**src/rtl/serial_bus_cfg_pkg.sv**
```systemverilog
// rtl/serial_bus_cfg_pkg.sv - shared state codes and defaults for the front-panel command entry
package serial_bus_cfg_pkg;

  typedef enum logic [2:0] {
    IDLE       = 3'd0,
    SEL_MASTER = 3'd1,
    SEL_SLAVE  = 3'd2,
    SEL_ADDR   = 3'd3,
    SEL_DATA   = 3'd4,
    SEL_BURST  = 3'd5,
    CONFIRM    = 3'd6
  } cfg_state_t;

  localparam int DEF_SLAVE = 1;
  localparam int DEF_BURST = 1;

endpackage

```
**src/rtl/btn_edge.sv**
```systemverilog
// rtl/btn_edge.sv - W-bit 2-FF synchroniser with rising-edge pulse output
module btn_edge #(
  parameter int W = 1
) (
  input  logic         clk,
  input  logic         reset,
  input  logic [W-1:0] din,
  output logic [W-1:0] pulse
);

  logic [W-1:0] sync1, sync2, prev;

  always_ff @(posedge clk or posedge reset) begin
    if (reset) begin
      sync1 <= '0;
      sync2 <= '0;
      prev  <= '0;
    end else begin
      sync1 <= din;
      sync2 <= sync1;
      prev  <= sync2;
    end
  end

  // Pulse is combinational so the consuming logic acts on the third clock.
  assign pulse = sync2 & ~prev;

endmodule

```
**src/rtl/multi_master_cmd_entry.sv**
```systemverilog
// rtl/multi_master_cmd_entry.sv - button/switch command entry with per-master valid/ready issue
module multi_master_cmd_entry
  import serial_bus_cfg_pkg::*;
#(
  parameter int NUM_MASTERS = 2,
  parameter int SLAVE_LEN   = 2,
  parameter int SLAVE_NUM   = 3,
  parameter int ADDR_LEN    = 12,
  parameter int DATA_LEN    = 8,
  parameter int BURST_LEN   = 12,
  parameter int BURST_MAX   = 4095
) (
  input  logic                             clk,
  input  logic                             reset,
  input  logic                             btn_next,
  input  logic                             btn_back,
  input  logic                             btn_up,
  input  logic                             btn_down,
  input  logic [ADDR_LEN-1:0]              switch_array,
  input  logic                             mode_switch,
  input  logic [NUM_MASTERS-1:0]           rw_switch,
  input  logic [NUM_MASTERS-1:0]           go_btn,
  input  logic [NUM_MASTERS-1:0]           cmd_ready,
  output logic [NUM_MASTERS-1:0]           cmd_read,
  output logic [NUM_MASTERS-1:0]           cmd_write,
  output logic [NUM_MASTERS*SLAVE_LEN-1:0] cmd_slave,
  output logic [NUM_MASTERS*ADDR_LEN-1:0]  cmd_addr,
  output logic [NUM_MASTERS*DATA_LEN-1:0]  cmd_data,
  output logic [NUM_MASTERS*BURST_LEN-1:0] cmd_burst,
  output logic [2:0]                       cfg_state,
  output logic                             cfg_busy
);

  localparam int MW = (NUM_MASTERS > 1) ? $clog2(NUM_MASTERS) : 1;
  localparam logic [ADDR_LEN-1:0] BMAX_SW = ADDR_LEN'(BURST_MAX);

  logic [3:0]             btn_pulse;
  logic [NUM_MASTERS-1:0] go_pulse;

  btn_edge #(.W(4)) u_btn_edge (
    .clk   (clk),
    .reset (reset),
    .din   ({btn_next, btn_back, btn_up, btn_down}),
    .pulse (btn_pulse)
  );

  btn_edge #(.W(NUM_MASTERS)) u_go_edge (
    .clk   (clk),
    .reset (reset),
    .din   (go_btn),
    .pulse (go_pulse)
  );

  // Priority resolution: next > back > up > down.
  logic do_next, do_back, do_up, do_down;
  assign do_next = btn_pulse[3];
  assign do_back = btn_pulse[2] & ~do_next;
  assign do_up   = btn_pulse[1] & ~btn_pulse[3] & ~btn_pulse[2];
  assign do_down = btn_pulse[0] & ~(|btn_pulse[3:1]);

  cfg_state_t state, state_nxt;

  logic [MW-1:0]        stg_master;
  logic [SLAVE_LEN-1:0] stg_slave;
  logic [ADDR_LEN-1:0]  stg_addr;
  logic [DATA_LEN-1:0]  stg_data;
  logic [BURST_LEN-1:0] stg_burst;
  logic [BURST_LEN-1:0] burst_cap;
  logic                 commit, clr_stg;

  assign commit  = ~mode_switch & (state == CONFIRM) & do_next;
  assign clr_stg = mode_switch | commit | ((state == SEL_MASTER) & do_back);

  always_comb begin
    if (switch_array == '0)          burst_cap = BURST_LEN'(DEF_BURST);
    else if (switch_array > BMAX_SW) burst_cap = BURST_LEN'(BURST_MAX);
    else                             burst_cap = switch_array[BURST_LEN-1:0];
  end

  always_ff @(posedge clk or posedge reset) begin
    if (reset) state <= IDLE;
    else       state <= state_nxt;
  end

  always_comb begin
    state_nxt = state;
    if (mode_switch) begin
      state_nxt = IDLE;
    end else begin
      case (state)
        IDLE:    if (do_next | do_up | do_down) state_nxt = SEL_MASTER;
        CONFIRM: if (do_next) state_nxt = IDLE;
                 else if (do_back) state_nxt = SEL_BURST;
        default: if (do_next) state_nxt = cfg_state_t'(state + 3'd1);
                 else if (do_back) state_nxt = cfg_state_t'(state - 3'd1);
      endcase
    end
  end

  always_comb begin
    cfg_state = state;
    cfg_busy  = (state != IDLE);
  end

  always_ff @(posedge clk or posedge reset) begin
    if (reset) begin
      stg_master <= '0;
      stg_slave  <= SLAVE_LEN'(DEF_SLAVE);
      stg_addr   <= '0;
      stg_data   <= '0;
      stg_burst  <= BURST_LEN'(DEF_BURST);
    end else if (clr_stg) begin
      stg_master <= '0;
      stg_slave  <= SLAVE_LEN'(DEF_SLAVE);
      stg_addr   <= '0;
      stg_data   <= '0;
      stg_burst  <= BURST_LEN'(DEF_BURST);
    end else begin
      case (state)
        SEL_MASTER:
          if (do_up)
            stg_master <= (stg_master == MW'(NUM_MASTERS-1)) ? '0 : stg_master + MW'(1);
          else if (do_down)
            stg_master <= (stg_master == '0) ? MW'(NUM_MASTERS-1) : stg_master - MW'(1);
        SEL_SLAVE:
          if (do_up)
            stg_slave <= (stg_slave >= SLAVE_LEN'(SLAVE_NUM)) ? SLAVE_LEN'(1)
                                                               : stg_slave + SLAVE_LEN'(1);
          else if (do_down)
            stg_slave <= (stg_slave <= SLAVE_LEN'(1)) ? SLAVE_LEN'(SLAVE_NUM)
                                                       : stg_slave - SLAVE_LEN'(1);
        SEL_ADDR:  if (do_next) stg_addr  <= switch_array;
        SEL_DATA:  if (do_next) stg_data  <= switch_array[DATA_LEN-1:0];
        SEL_BURST: if (do_next) stg_burst <= burst_cap;
        default: ;
      endcase
    end
  end

  for (genvar m = 0; m < NUM_MASTERS; m++) begin : g_master
    logic [SLAVE_LEN-1:0] slv_q;
    logic [ADDR_LEN-1:0]  addr_q;
    logic [DATA_LEN-1:0]  data_q;
    logic [BURST_LEN-1:0] burst_q;
    logic                 rd_q, wr_q;

    always_ff @(posedge clk or posedge reset) begin
      if (reset) begin
        slv_q   <= SLAVE_LEN'(DEF_SLAVE);
        addr_q  <= '0;
        data_q  <= '0;
        burst_q <= BURST_LEN'(DEF_BURST);
      end else if (commit && stg_master == MW'(m)) begin
        slv_q   <= stg_slave;
        addr_q  <= stg_addr;
        data_q  <= stg_data;
        burst_q <= stg_burst;
      end
    end

    // Pending survives a mode change; only ready retires it.
    always_ff @(posedge clk or posedge reset) begin
      if (reset) begin
        rd_q <= 1'b0;
        wr_q <= 1'b0;
      end else if (rd_q | wr_q) begin
        if (cmd_ready[m]) begin
          rd_q <= 1'b0;
          wr_q <= 1'b0;
        end
      end else if (mode_switch && go_pulse[m]) begin
        rd_q <= rw_switch[m];
        wr_q <= ~rw_switch[m];
      end
    end

    assign cmd_read[m]                         = rd_q;
    assign cmd_write[m]                        = wr_q;
    assign cmd_slave[m*SLAVE_LEN +: SLAVE_LEN] = slv_q;
    assign cmd_addr[m*ADDR_LEN +: ADDR_LEN]    = addr_q;
    assign cmd_data[m*DATA_LEN +: DATA_LEN]    = data_q;
    assign cmd_burst[m*BURST_LEN +: BURST_LEN] = burst_q;
  end

endmodule

```
**config.mk**
```make
export PLATFORM = sky130hd
export DESIGN_NAME = multi_master_cmd_entry
export DESIGN_NICKNAME = d
export VERILOG_FILES = /design/src/rtl/serial_bus_cfg_pkg.sv /design/src/rtl/btn_edge.sv /design/src/rtl/multi_master_cmd_entry.sv
export SDC_FILE = /design/constraint.sdc
export NUM_CORES = 1
export LEC_CHECK = 0
export CAP_MARGIN = 20
export CORE_MARGIN = 2
export CORE_UTILIZATION = 51
export DETAILED_ROUTE_END_ITERATION = 8
export HOLD_SLACK_MARGIN = 0.1
export PLACE_DENSITY_LB_ADDON = 0.25
export SKIP_LAST_GASP = 1
export SLEW_MARGIN = 5
export SYNTH_ARGS = -nofsm -noshare
export SYNTH_HDL_FRONTEND = slang
export SYNTH_HIERARCHICAL = 1
export SYNTH_SLANG_ARGS = --single-unit
```
**constraint.sdc**
```tcl
create_clock -name clk -period 4.21 [get_ports clk]
set_clock_uncertainty 0.2 [all_clocks]
set_input_delay 0.6315 -clock clk [delete_from_list [all_inputs] [get_ports clk]]
set_output_delay 0.6315 -clock clk [all_outputs]
set_load 0.03 [all_outputs]
```
### Word level (Yosys, flattened, before mapping)

Index checks and enable logic that the tools add are counted.

| cells by class | value |
|---|---|
| add/subtract/negate cells | 6 |
| $lt $le $gt $ge | 3 |
| equality and inequality tests | 10 |
| multiplexer cells | 40 |
| bitwise gates (word level) | 24 |
| reduce and logical (&&, ||, !) cells | 26 |

Operator list:

| kind | number |
|---|---|
| 2-to-1 mux 12 bit | 8 |
| 2-to-1 mux 8 bit | 3 |
| 2-to-1 mux 3 bit | 6 |
| 2-to-1 mux 1 bit | 16 |
| nonzero test 2 bit | 8 |
| AND reduction 2 bit | 7 |
| greater-than comparator 12 bit (second input constant) | 1 |
| zero test 12 bit | 1 |
| 2-to-1 mux 2 bit | 6 |
| == test 3 bit (second input constant) | 3 |
| bitwise AND 1 bit | 7 |
| inverter 1 bit | 7 |
| == test 3 x 2 -> 1 bit (second input constant) | 2 |
| OR 1 bit | 6 |
| one-hot mux 3 bit (2 select lines) | 1 |
| nonzero test 3 bit | 2 |
| bitwise AND 4 bit | 1 |
| logical AND 1 bit | 4 |
| != test 2 bit (second input constant) | 2 |
| != test 4 bit (second input constant) | 1 |
| inverter 4 bit | 1 |
| nonzero test 4 bit | 1 |
| adder 3 x 1 -> 3 bit (second input constant) | 1 |
| == test 3 x 1 -> 1 bit (second input constant) | 1 |
| 13 further kinds | 13 |

| storage, ports and cells | value |
|---|---|
| register bits after elaboration | 128 |
| bits of input ports | 25 |
| output and inout port bits | 76 |
| word-level logic and storage cells | 133 |

### Longest topological paths before layout

| depth | value |
|---|---|
| depth in word-level cells | 10 |
| mapped depth | 7 |
| depth with buffers taken out | 6 |

### Cells and area by module

The synthesis kept the hierarchy.

By module, submodules not included:

| module | times used | cells each | area each (um^2) |
|---|---|---|---|
| multi_master_cmd_entry | 1 | 315 | 4510.6 |
| btn_edge (u_btn_edge) | 1 | 17 | 359.1 |
| btn_edge (u_go_edge) | 1 | 9 | 181.4 |

### Worst setup path after synthesis

Ideal clock, no wire load.

| timing | value |
|---|---|
| path kind | reg-to-reg |
| start point | register state[0], in the netlist cfg_state[0] |
| end point | register state[0], in the netlist cfg_state[0] |
| setup time | 125 ps |
| arrival time | 1898 ps |
| required time | 3885 ps |
| path slack | 1987 ps |
| cell stages (with the launch flop) | 7 |
| buffers on the path | 0 |
| period minus slack after synthesis | 2223 ps |
| path through | dfrtp_1 inv_1 ha_1 nand2b_1 a211oi_1 o21ai_0 mux2_2 |

| between the ends | value |
|---|---|
| cells in the longest elaborated chain, start to end | 5 |
| elaborated cells between the ends (all ways) | 12 |

Ends and longest elaborated chain:

| what | RTL line | source |
|---|---|---|
| start, declared | multi_master_cmd_entry.sv:61 | `cfg_state_t state, state_nxt;` |
| start signal, assigned | multi_master_cmd_entry.sv:82 | `else state <= state_nxt;` |
| subtractor 3 x 1 -> 3 bit | multi_master_cmd_entry.sv:95 | `else if (do_back) state_nxt = cfg_state_t'(state - 3'd1);` |
| 2-to-1 mux 3 bit | multi_master_cmd_entry.sv:95 |  |
| 2-to-1 mux 3 bit | multi_master_cmd_entry.sv:94 | `default: if (do_next) state_nxt = cfg_state_t'(state + 3'd1);` |
| one-hot mux 3 bit (2 select lines) | multi_master_cmd_entry.sv:90 | `case (state)` |
| 2-to-1 mux 3 bit | multi_master_cmd_entry.sv:87 | `if (mode_switch) begin` |

Several ways; a longest one is shown, not always the timed one. The select of a mux whose other input is x is not followed.
A chain may end at the register's enable or synchronous reset.

### Worst setup path in the final report

| timing | value |
|---|---|
| start point | register state[0], in the netlist cfg_state[0] |
| end point | output cfg_busy |

| between the ends | value |
|---|---|
| cells in the longest elaborated chain, start to end | 1 |

Ends and longest elaborated chain:

| what | RTL line | source |
|---|---|---|
| nonzero test 3 bit | multi_master_cmd_entry.sv:102 | `cfg_busy = (state != IDLE);` |
| end, declared | multi_master_cmd_entry.sv:31 | `output logic cfg_busy` |

No other way between the ends.

==> run summary <==
register area share after synthesis: 63.6%
Yosys Warn Count: 6
number of antenna repair diodes: 0
share of cells above drive strength 1: 26.6%
clock share of power: 46.6%
Pleak: 3.22 nW
Via density: 5.38
worst vdd ir: 0.000326 V
Reg power frac: 40.2%
Final HPWL DP: 7.15 mm
Async SR Flop Fraction: 100%
Final ANT Viol Nets: 0
Yosys reg bits: 128
setup TNS: 0 ns
Comb power frac: 13.2%
IO Port Bufs: 100
total clock sinks: 128
Sw Ratio: 26.2%
cell count after synthesis: 341
critical path type: flip-flop to output port
critical path endpoint category: output port
WL final: 10.9 mm
pre-CTS setup slack: 1.18 ns
Final Wtd Congestion: 0.779
EDFF count, synth: 0
Required @ worst endpoint: 3.38 ns
Post-CTS Setup Inserts: 0
peak fanout along the critical path: 6
Tightest Pin Transition: 0.938 ns
grt ovf: 0
Pwr Total: 3.32 mW
status: complete, no violations
via count: 3200
commonest non-fill, non-tap cells in the layout: 122 x dfrtp_1, 100 x clkdlybuf4s50_1, 63 x mux2_2, 35 x a22o_1, 16 x clkbuf_16
io pins: 101
final routed DRC violation total: 0
HP Class: flip-flop to flip-flop
FMAX: 326 MHz
most common cell after layout, fill and taps aside: dfrtp_1
critical path launch point type: flip-flop
Clock Latency Late Sink: 0.52 ns
H-tree Lvls: 4
post-CTS resize count: 0
TritonCTS Buffers: 17
# nets final: 483
ys flop type: dfrtp_1
Reg clk slew, reported paths: 0.06 ns
post-route cell area: 6810 um^2
cell row count: 36
Mapped Nets: 375
Post-DP Area: 6150 um^2
Max clock buf depth: 2
Hold Vio Cnt, Final: 0
min cycle time layout: 3.07 ns
CTS root buf: clkbuf_8
Synth cell types: 37
total core area: 9680 um^2
Layout area overhead: 34.7%
Iteration-0 DRC Markers: 171
synthesized cell area: 5050 um^2
PD cells: 488 nW/um^2
number of max-cap violations: 0
antenna violations before repair: 0
Initial Utilization: 52.2%
final setup violation count: 0
vias in the first global route: 3392
largest net degree at the start of global routing: 82
CTS Hold Bufs: 0
WL per Instance: 18.3 um
Post-Syn Area per Cell: 14.8 um^2
CP max-delay cell: clkdlybuf4s50_1
net switching power figure: 0.870 mW
total global-route track usage: 21.4%
Slew headroom: 37.4%
first-pass GRT wire length: 17.8 mm
RSZ-0062 raised after global routing: false
TritonCTS clock tree: built
Arr. time, crit path: 2.24 ns
CP Cell Sequence: inv_1 -> ha_1 -> nand2b_1 -> clkdlybuf4s50_1
DRT Pass-1 Iters: 4
Power Internal: 2.45 mW
DIE AREA: 10700 um^2
crit share post-route: 72.9%
Die Span X: 104 um
final worst slack: 1.14 ns
delay of the slowest critical-path stage: 0.72 ns
DIE HEIGHT: 104 um
count of pins over their slew limit: 0
## power groups by stage
stage / Combinational, mW / Sequential [mW] / Clock, mW
global route: 0.476 / 1.34 / 1.62
detailed placement: 0.428 / 1.36 / 0
global placement: 0.424 / 1.35 / 0
CTS: 0.435 / 1.34 / 1.56
floorplan: 0.253 / 1.38 / 0
finish: 0.438 / 1.34 / 1.55
## cells by family (layout without fill, tap and decap cells)
family | after synthesis | after routing | share of synthesized area, %
adders and majority gates | 9 | 9 | 2.23
buffers and inverters | 32 | 153 | 3.37
xor gates and xnor gates | 2 | 2 | 0.347
DFF | 128 | 128 | 63.6
muxes | 70 | 70 | 15.5
AOI/OAI and AO/OA | 55 | 55 | 8.87
and+or+nand+nor | 45 | 45 | 6.09
## flip-flops by register name, indices dropped and copies added (netlist names), 8 cells and up
signal / flops
stg_burst: 12
g_master.addr_q: 24
stg_addr: 12
stg_data: 8
g_master.burst_q: 24
g_master.data_q: 16
## worst max-delay path: cells and delay by family, from the launching register on
family	cells	cell delay [ns]
buf+inv	2	0.83
simple gates	1	0.19
flops	1	0.45
fa+ha+maj	1	0.25
## synthesized netlist by cell type, types with 2 or more instances
master,n,area share [%]
dfrtp_1,122,60
mux2_2,63,14
a22o_1,35,6.1
inv_1,14,1.0
buf_2,10,0.99
ha_1,9,2.2
nand2_1,9,0.67
nor2_1,9,0.67
nor2b_4,7,1.9
dfstp_2,6,3.1
nor3_1,5,0.50
o21ai_0,5,0.50
buf_4,4,0.59
mux2_1,4,0.89
a31o_2,3,0.52
buf_6,3,0.67
mux2i_1,3,0.59
nand2b_1,3,0.37
nor4_1,3,0.37
a31oi_1,2,0.25
nand3_1,2,0.20
nor3b_1,2,0.30
o2111ai_1,2,0.35
o21a_1,2,0.30
xor2_1,2,0.35
## area by class of cell
| type | instances | area [um^2] |
|---|---|---|
| flip-flops and latches | 128 | 3210 |
| fillers | 665 | 2880 |
| multi-input cells | 181 | 1670 |
| repair buffers | 107 | 1070 |
| clock buffers | 18 | 428 |
| clock inverters | 14 | 201 |
| well taps | 133 | 166 |
| inverters | 14 | 55.1 |
## metal layers
| layer | GRT usage, % | up-vias | part of all wire, % |
|---|---|---|---|
| met5 | 0 | - | 0 |
| met4 | 7.24 | 0 | 1.1 |
| met3 | 5.41 | 13 | 4.3 |
| met2 | 36.0 | 95 | 51 |
| met1 | 27.2 | 1646 | 43 |
| li1 | - | 1446 | - |
## path summary, 6_finish.rpt
check / start / end / slack (ns) / depth (start not counted)
max: cfg_state[0] / cfg_busy / 1.14 / 4
min: u_go_edge/sync1[0] / u_go_edge/sync2[0] / 0.15 / 0
max reg2reg: cfg_state[0] / g_master[1].addr_q[7] / 1.62 / 5
min reg2reg: u_go_edge/sync1[0] / u_go_edge/sync2[0] / 0.15 / 0
max in group asynchronous: reset / g_master[0].addr_q[10] / 2.69 / 4
min in group asynchronous: reset / g_master[1].burst_q[1] / 0.23 / 2
## metrics by stage
step | std cells | util [%] | hold WS, ns
2_1_floorplan | 341 | - | 0.131
3_3_place_gp | 562 | 63.5 | 0.134
3_5_place_dp | 562 | 63.5 | 0.136
4_1_cts | 594 | 70.0 | 0.150
5_1_grt | 595 | 70.3 | 0.160
6_report | 595 | 70.3 | 0.149
(Power assumes the default switching activity.)
==> variant 1, RTL diff (config.mk and constraints unchanged) <==
Reset style: synchronous (`reset`), changed in 5 clocked blocks.
--- a/src/rtl/btn_edge.sv
+++ b/src/rtl/btn_edge.sv
@@ -10,7 +10,7 @@
 
   logic [W-1:0] sync1, sync2, prev;
 
-  always_ff @(posedge clk or posedge reset) begin
+  always_ff @(posedge clk) begin
     if (reset) begin
       sync1 <= '0;
       sync2 <= '0;
--- a/src/rtl/multi_master_cmd_entry.sv
+++ b/src/rtl/multi_master_cmd_entry.sv
@@ -77,7 +77,7 @@
     else                             burst_cap = switch_array[BURST_LEN-1:0];
   end
 
-  always_ff @(posedge clk or posedge reset) begin
+  always_ff @(posedge clk) begin
     if (reset) state <= IDLE;
     else       state <= state_nxt;
   end
@@ -102,7 +102,7 @@
     cfg_busy  = (state != IDLE);
   end
 
-  always_ff @(posedge clk or posedge reset) begin
+  always_ff @(posedge clk) begin
     if (reset) begin
       stg_master <= '0;
       stg_slave  <= SLAVE_LEN'(DEF_SLAVE);
@@ -144,7 +144,7 @@
     logic [BURST_LEN-1:0] burst_q;
     logic                 rd_q, wr_q;
 
-    always_ff @(posedge clk or posedge reset) begin
+    always_ff @(posedge clk) begin
       if (reset) begin
         slv_q   <= SLAVE_LEN'(DEF_SLAVE);
         addr_q  <= '0;
@@ -159,7 +159,7 @@
     end
 
     // Pending survives a mode change; only ready retires it.
-    always_ff @(posedge clk or posedge reset) begin
+    always_ff @(posedge clk) begin
       if (reset) begin
         rd_q <= 1'b0;
         wr_q <= 1'b0;
Behaviour: differs if reset is asserted again (counterexample within 4 cycles, from zero or initial values and one cycle with reset high); with reset held inactive, the same outputs for 10 cycles.
==> variant 1 against the unedited design <==
- routed wire length grew 5.3%
- non-clock buffer count shrank 3
- setup slack lost 0.12 ns
- sequential cell count is the same
- sequential share of layout area shrank 10 points
- maximum frequency shrank 3.7%
- design area grew 1.4%
- synthesized area grew 4.9%
- via count grew 25%
- critical path depth is the same
- global-route usage grew 0.068 points
- critical endpoint unchanged
Power is not compared: it rests on default switching activity, and its combinational part moved more than twofold at a synthesized area within 25%.
==> variant 1: results (changes against the unedited design) <==
metric,value,unit,change
Port Buffers,100,,unchanged
"Seq/Total Area, Yosys",48.4,%,-15 points
Pre-Repair DR Iteration Count,5,,+1
PwrDens,412,nW/um^2,
ant diodes,0,,unchanged
Yosys warnings,6,,unchanged
Routed WL,11.4,mm,+5.3%
dpl cell area,6280,um^2,+2.2%
Synth area leaders,"dfxtp_1 (48%), mux2i_1 (13%), nand2b_1 (12%), nand2_1 (4.1%), a21oi_1 (3.8%)",,
Post-Synth XOR/XNOR Area,0,%,-0.35 points
Worst-path clk slew,0.06,ns,about the same
first-pass GRT wire length,19.2,mm,+8.0%
DP HPWL,7.62,mm,+6.6%
"slowest stage delay, CP",0.68,ns,-0.04 ns
number of buffers created by CTS,17,,unchanged
"critical path fanouts, max",12,,+6
Placed Cells,743,,+32%
fraction of registers with async set or reset after synthesis,0,%,-100 points
adder and majority cell fraction of the synthesized area,2.36,%,+0.13 points
Post-synth top cells,"dfxtp_1 (128), nand2b_1 (101), mux2i_1 (68), nand2_1 (58), a21oi_1 (40)",,
drt wl/cell,14.8,um,-19%
Layout fillers,799,,+20%
clock tree root buffer cell,clkbuf_8,,
final hold vios,0,,unchanged
CP top delay family,buffers and inverters,,
leakage,2.56,nW,
Unique masters post-synth,51,,+38%
mux cell area share after synthesis,13.1,%,-2.5 points
layout cells sized above 1,8.46,%,-18 points
vias in the first global route,3976,,+17%
vias per std cell,5.16,,-4.0%
gr usage total,21.5,%,+0.068 points
WP data arrival,2.35,ns,+0.11 ns
Synth Net Count,577,,+54%
status,finished clean,,
largest net degree at the start of global routing,128,,+56%
worst slew pin tran,1.09,ns,+0.148 ns
Synth Area in Compound Gates,6.61,%,-2.3 points
setup repair bufs after CTS,0,,unchanged
biggest regs,"g_master.addr_q (24), g_master.burst_q (24), g_master.data_q (16)",,
Initial DRC Count,167,,-2.3%
gpl congestion,0.784,,+0.60%
Post-Syn Area per Cell,9.77,um^2,-34%
final net count,661,,+37%
[variant 1: cell types whose count changed in the layout (fill, tap and decap cells not counted), sizes merged, moves of 35 or more]
cell / delta
mux2i: +65
nand2: +48
dfrtp: -122
nand2b: +98
a21oi: +39
mux2: -66
a22o: -35
dfxtp: +128
[variant 1: worst paths after layout]
path                            slack (ns)                     to           startpoint  cells after the start
worst min-delay path                  0.24    u_btn_edge/sync2[1]  u_btn_edge/sync1[1]                      1
worst max-delay path                  1.03               cfg_busy         cfg_state[2]                      4
worst min register to register        0.24    u_btn_edge/sync2[1]  u_btn_edge/sync1[1]                      1
worst max register to register        1.66  g_master[0].addr_q[0]         cfg_state[0]                      6
[variant 1: per-layer routing]
metal | vias to the layer above | wire length [um] | track usage, %
met5 | - | 0 | 0
met4 | 0 | 178 | 7.33
met3 | 14 | 537 | 5.46
met2 | 118 | 5700 | 35.3
met1 | 1889 | 5030 | 27.5
li1 | 1976 | - | -
[variant 1: per-stage QoR]
step | power [mW] | worst slack (ns)
floorplan | 1.32 | 2.01
global placement | 1.36 | 1.29
detailed placement | 1.36 | 1.22
CTS | 2.86 | 1.04
global route | 2.93 | 0.923
finish | 2.84 | 1.03
[variant 1: worst register-to-register path, stage by stage (launching register included)]
cell	delay (ns)
dfxtp_1	0.42
inv_1	0.11
ha_1	0.31
nand3_2	0.15
or3_1	0.70
buf_4	0.37
mux2i_1	0.22
[variant 1: logic make-up after synthesis]
family,Yosys count
and+or+nand+nor,231
DFF,128
muxes,69
AOI/OAI and AO/OA,59
buffers and inverters,45
adders and majority gates,10
[variant 1: area by class of cell]
cell class / instances / share of cell area, %
sequential: 128 / 37.1
multi-input combinational: 369 / 36.2
timing repair buffer: 104 / 14.9
clock buffer: 18 / 6.20
clock inverter: 13 / 2.72
tap: 136 / 2.47
inverter: 6 / 0.326
[variant 1: power by group through the flow]
stage	logic [mW]	clock network, mW	registers (mW)
2_1_floorplan	0.0692	0	1.25
3_3_place_gp	0.111	0	1.25
3_5_place_dp	0.112	0	1.25
4_1_cts	0.113	1.52	1.22
5_1_grt	0.122	1.59	1.22
6_report	0.114	1.50	1.22
==> variant 2, RTL diff (config.mk and constraints unchanged) <==
Without the edit above. Change the parameter `NUM_MASTERS` from 2 to 4.
--- a/src/rtl/multi_master_cmd_entry.sv
+++ b/src/rtl/multi_master_cmd_entry.sv
@@ -2,7 +2,7 @@
 module multi_master_cmd_entry
   import serial_bus_cfg_pkg::*;
 #(
-  parameter int NUM_MASTERS = 2,
+  parameter int NUM_MASTERS = 4,
   parameter int SLAVE_LEN   = 2,
   parameter int SLAVE_NUM   = 3,
   parameter int ADDR_LEN    = 12,
Ports: changed (9 resized); port bits go from 101 to 179. The function was not compared with the original's and may differ.
==> variant 2 against the unedited design <==
- setup slack lost 0.0064 ns
- sequential share of layout area down 0.35 points
- synthesized area grew 70%
- total power grew 27%
- routed wire length grew 74%
- design area up 63%
- sequential cell count grew 79
- critical path type unchanged
- critical endpoint unchanged
- largest cell class unchanged
- largest power group is now registers
==> variant 2: results (changes against the unedited design) <==
metric,value,unit,change
status,finished clean,,
via count,5059,,+58%
Finished Layout Cells,972,,+63%
mux cell area share after synthesis,22.0,%,+6.5 points
Port Buffers,178,,+78%
adder and majority cell fraction of the synthesized area,1.89,%,-0.34 points
worst slew pin tran,0.932,ns,-0.00604 ns
Synth area leaders,"dfrtp_1 (57%), mux2_4 (18%), mux2_2 (3.3%), dfstp_2 (3.1%), nand2_1 (2.3%)",,
Sequential cell area,5190,um^2,+62%
Initial DRC Count,210,,+23%
H-Tree Depth,1,,-3
met1 Use GR,29.6,%,+2.4 points
Synth Area in Compound Gates,5.15,%,-3.7 points
Clock Path Buffers,3,,+1
min cycle time layout,3.07,ns,+0.00642 ns
final net count,782,,+62%
die area,17900,um^2,+67%
Synth Net Count,611,,+63%
hold_ws,0.143,ns,-0.00603 ns
clock tree root buffer cell,clkbuf_16,,
Post-Synth XOR/XNOR Area,0.102,%,-0.24 points
vias in the first global route,5482,,+62%
Syn Inst Count,567,,+66%
Met2 Routed Length,9.37,mm,+68%
gpl congestion,0.811,,+4.0%
Routed WL,18.9,mm,+74%
Signal inverters,19,,+5
met3 wire length,801,um,+70%
number of buffers created by CTS,21,,+4
Layout fillers,1178,,+77%
comb_multi_in,309,,+71%
"Seq/Total Area, Yosys",60.4,%,-3.2 points
==> variant 2: worst min path at each step <==
stage,startpoint,end,depth (start not counted)
2_1_floorplan,u_btn_edge/sync1[0],u_btn_edge/sync2[0],0
3_3_place_gp,u_go_edge/sync1[3],u_go_edge/sync2[3],0
3_5_place_dp,u_go_edge/sync1[3],u_go_edge/sync2[3],0
4_1_cts,u_go_edge/sync1[3],u_go_edge/sync2[3],0
5_1_grt,u_btn_edge/sync1[2],u_btn_edge/sync2[2],0
6_report,u_go_edge/sync1[3],u_go_edge/sync2[3],0
==> variant 2: power groups by stage <==
| stage | combinational (mW) | sequential [mW] | clock (mW) |
|---|---|---|---|
| 2_1_floorplan | 0.240 | 2.13 | 0 |
| 3_3_place_gp | 0.384 | 2.12 | 0 |
| 3_5_place_dp | 0.401 | 2.12 | 0 |
| 4_1_cts | 0.405 | 2.09 | 1.78 |
| 5_1_grt | 0.438 | 2.09 | 1.85 |
| 6_report | 0.403 | 2.09 | 1.74 |
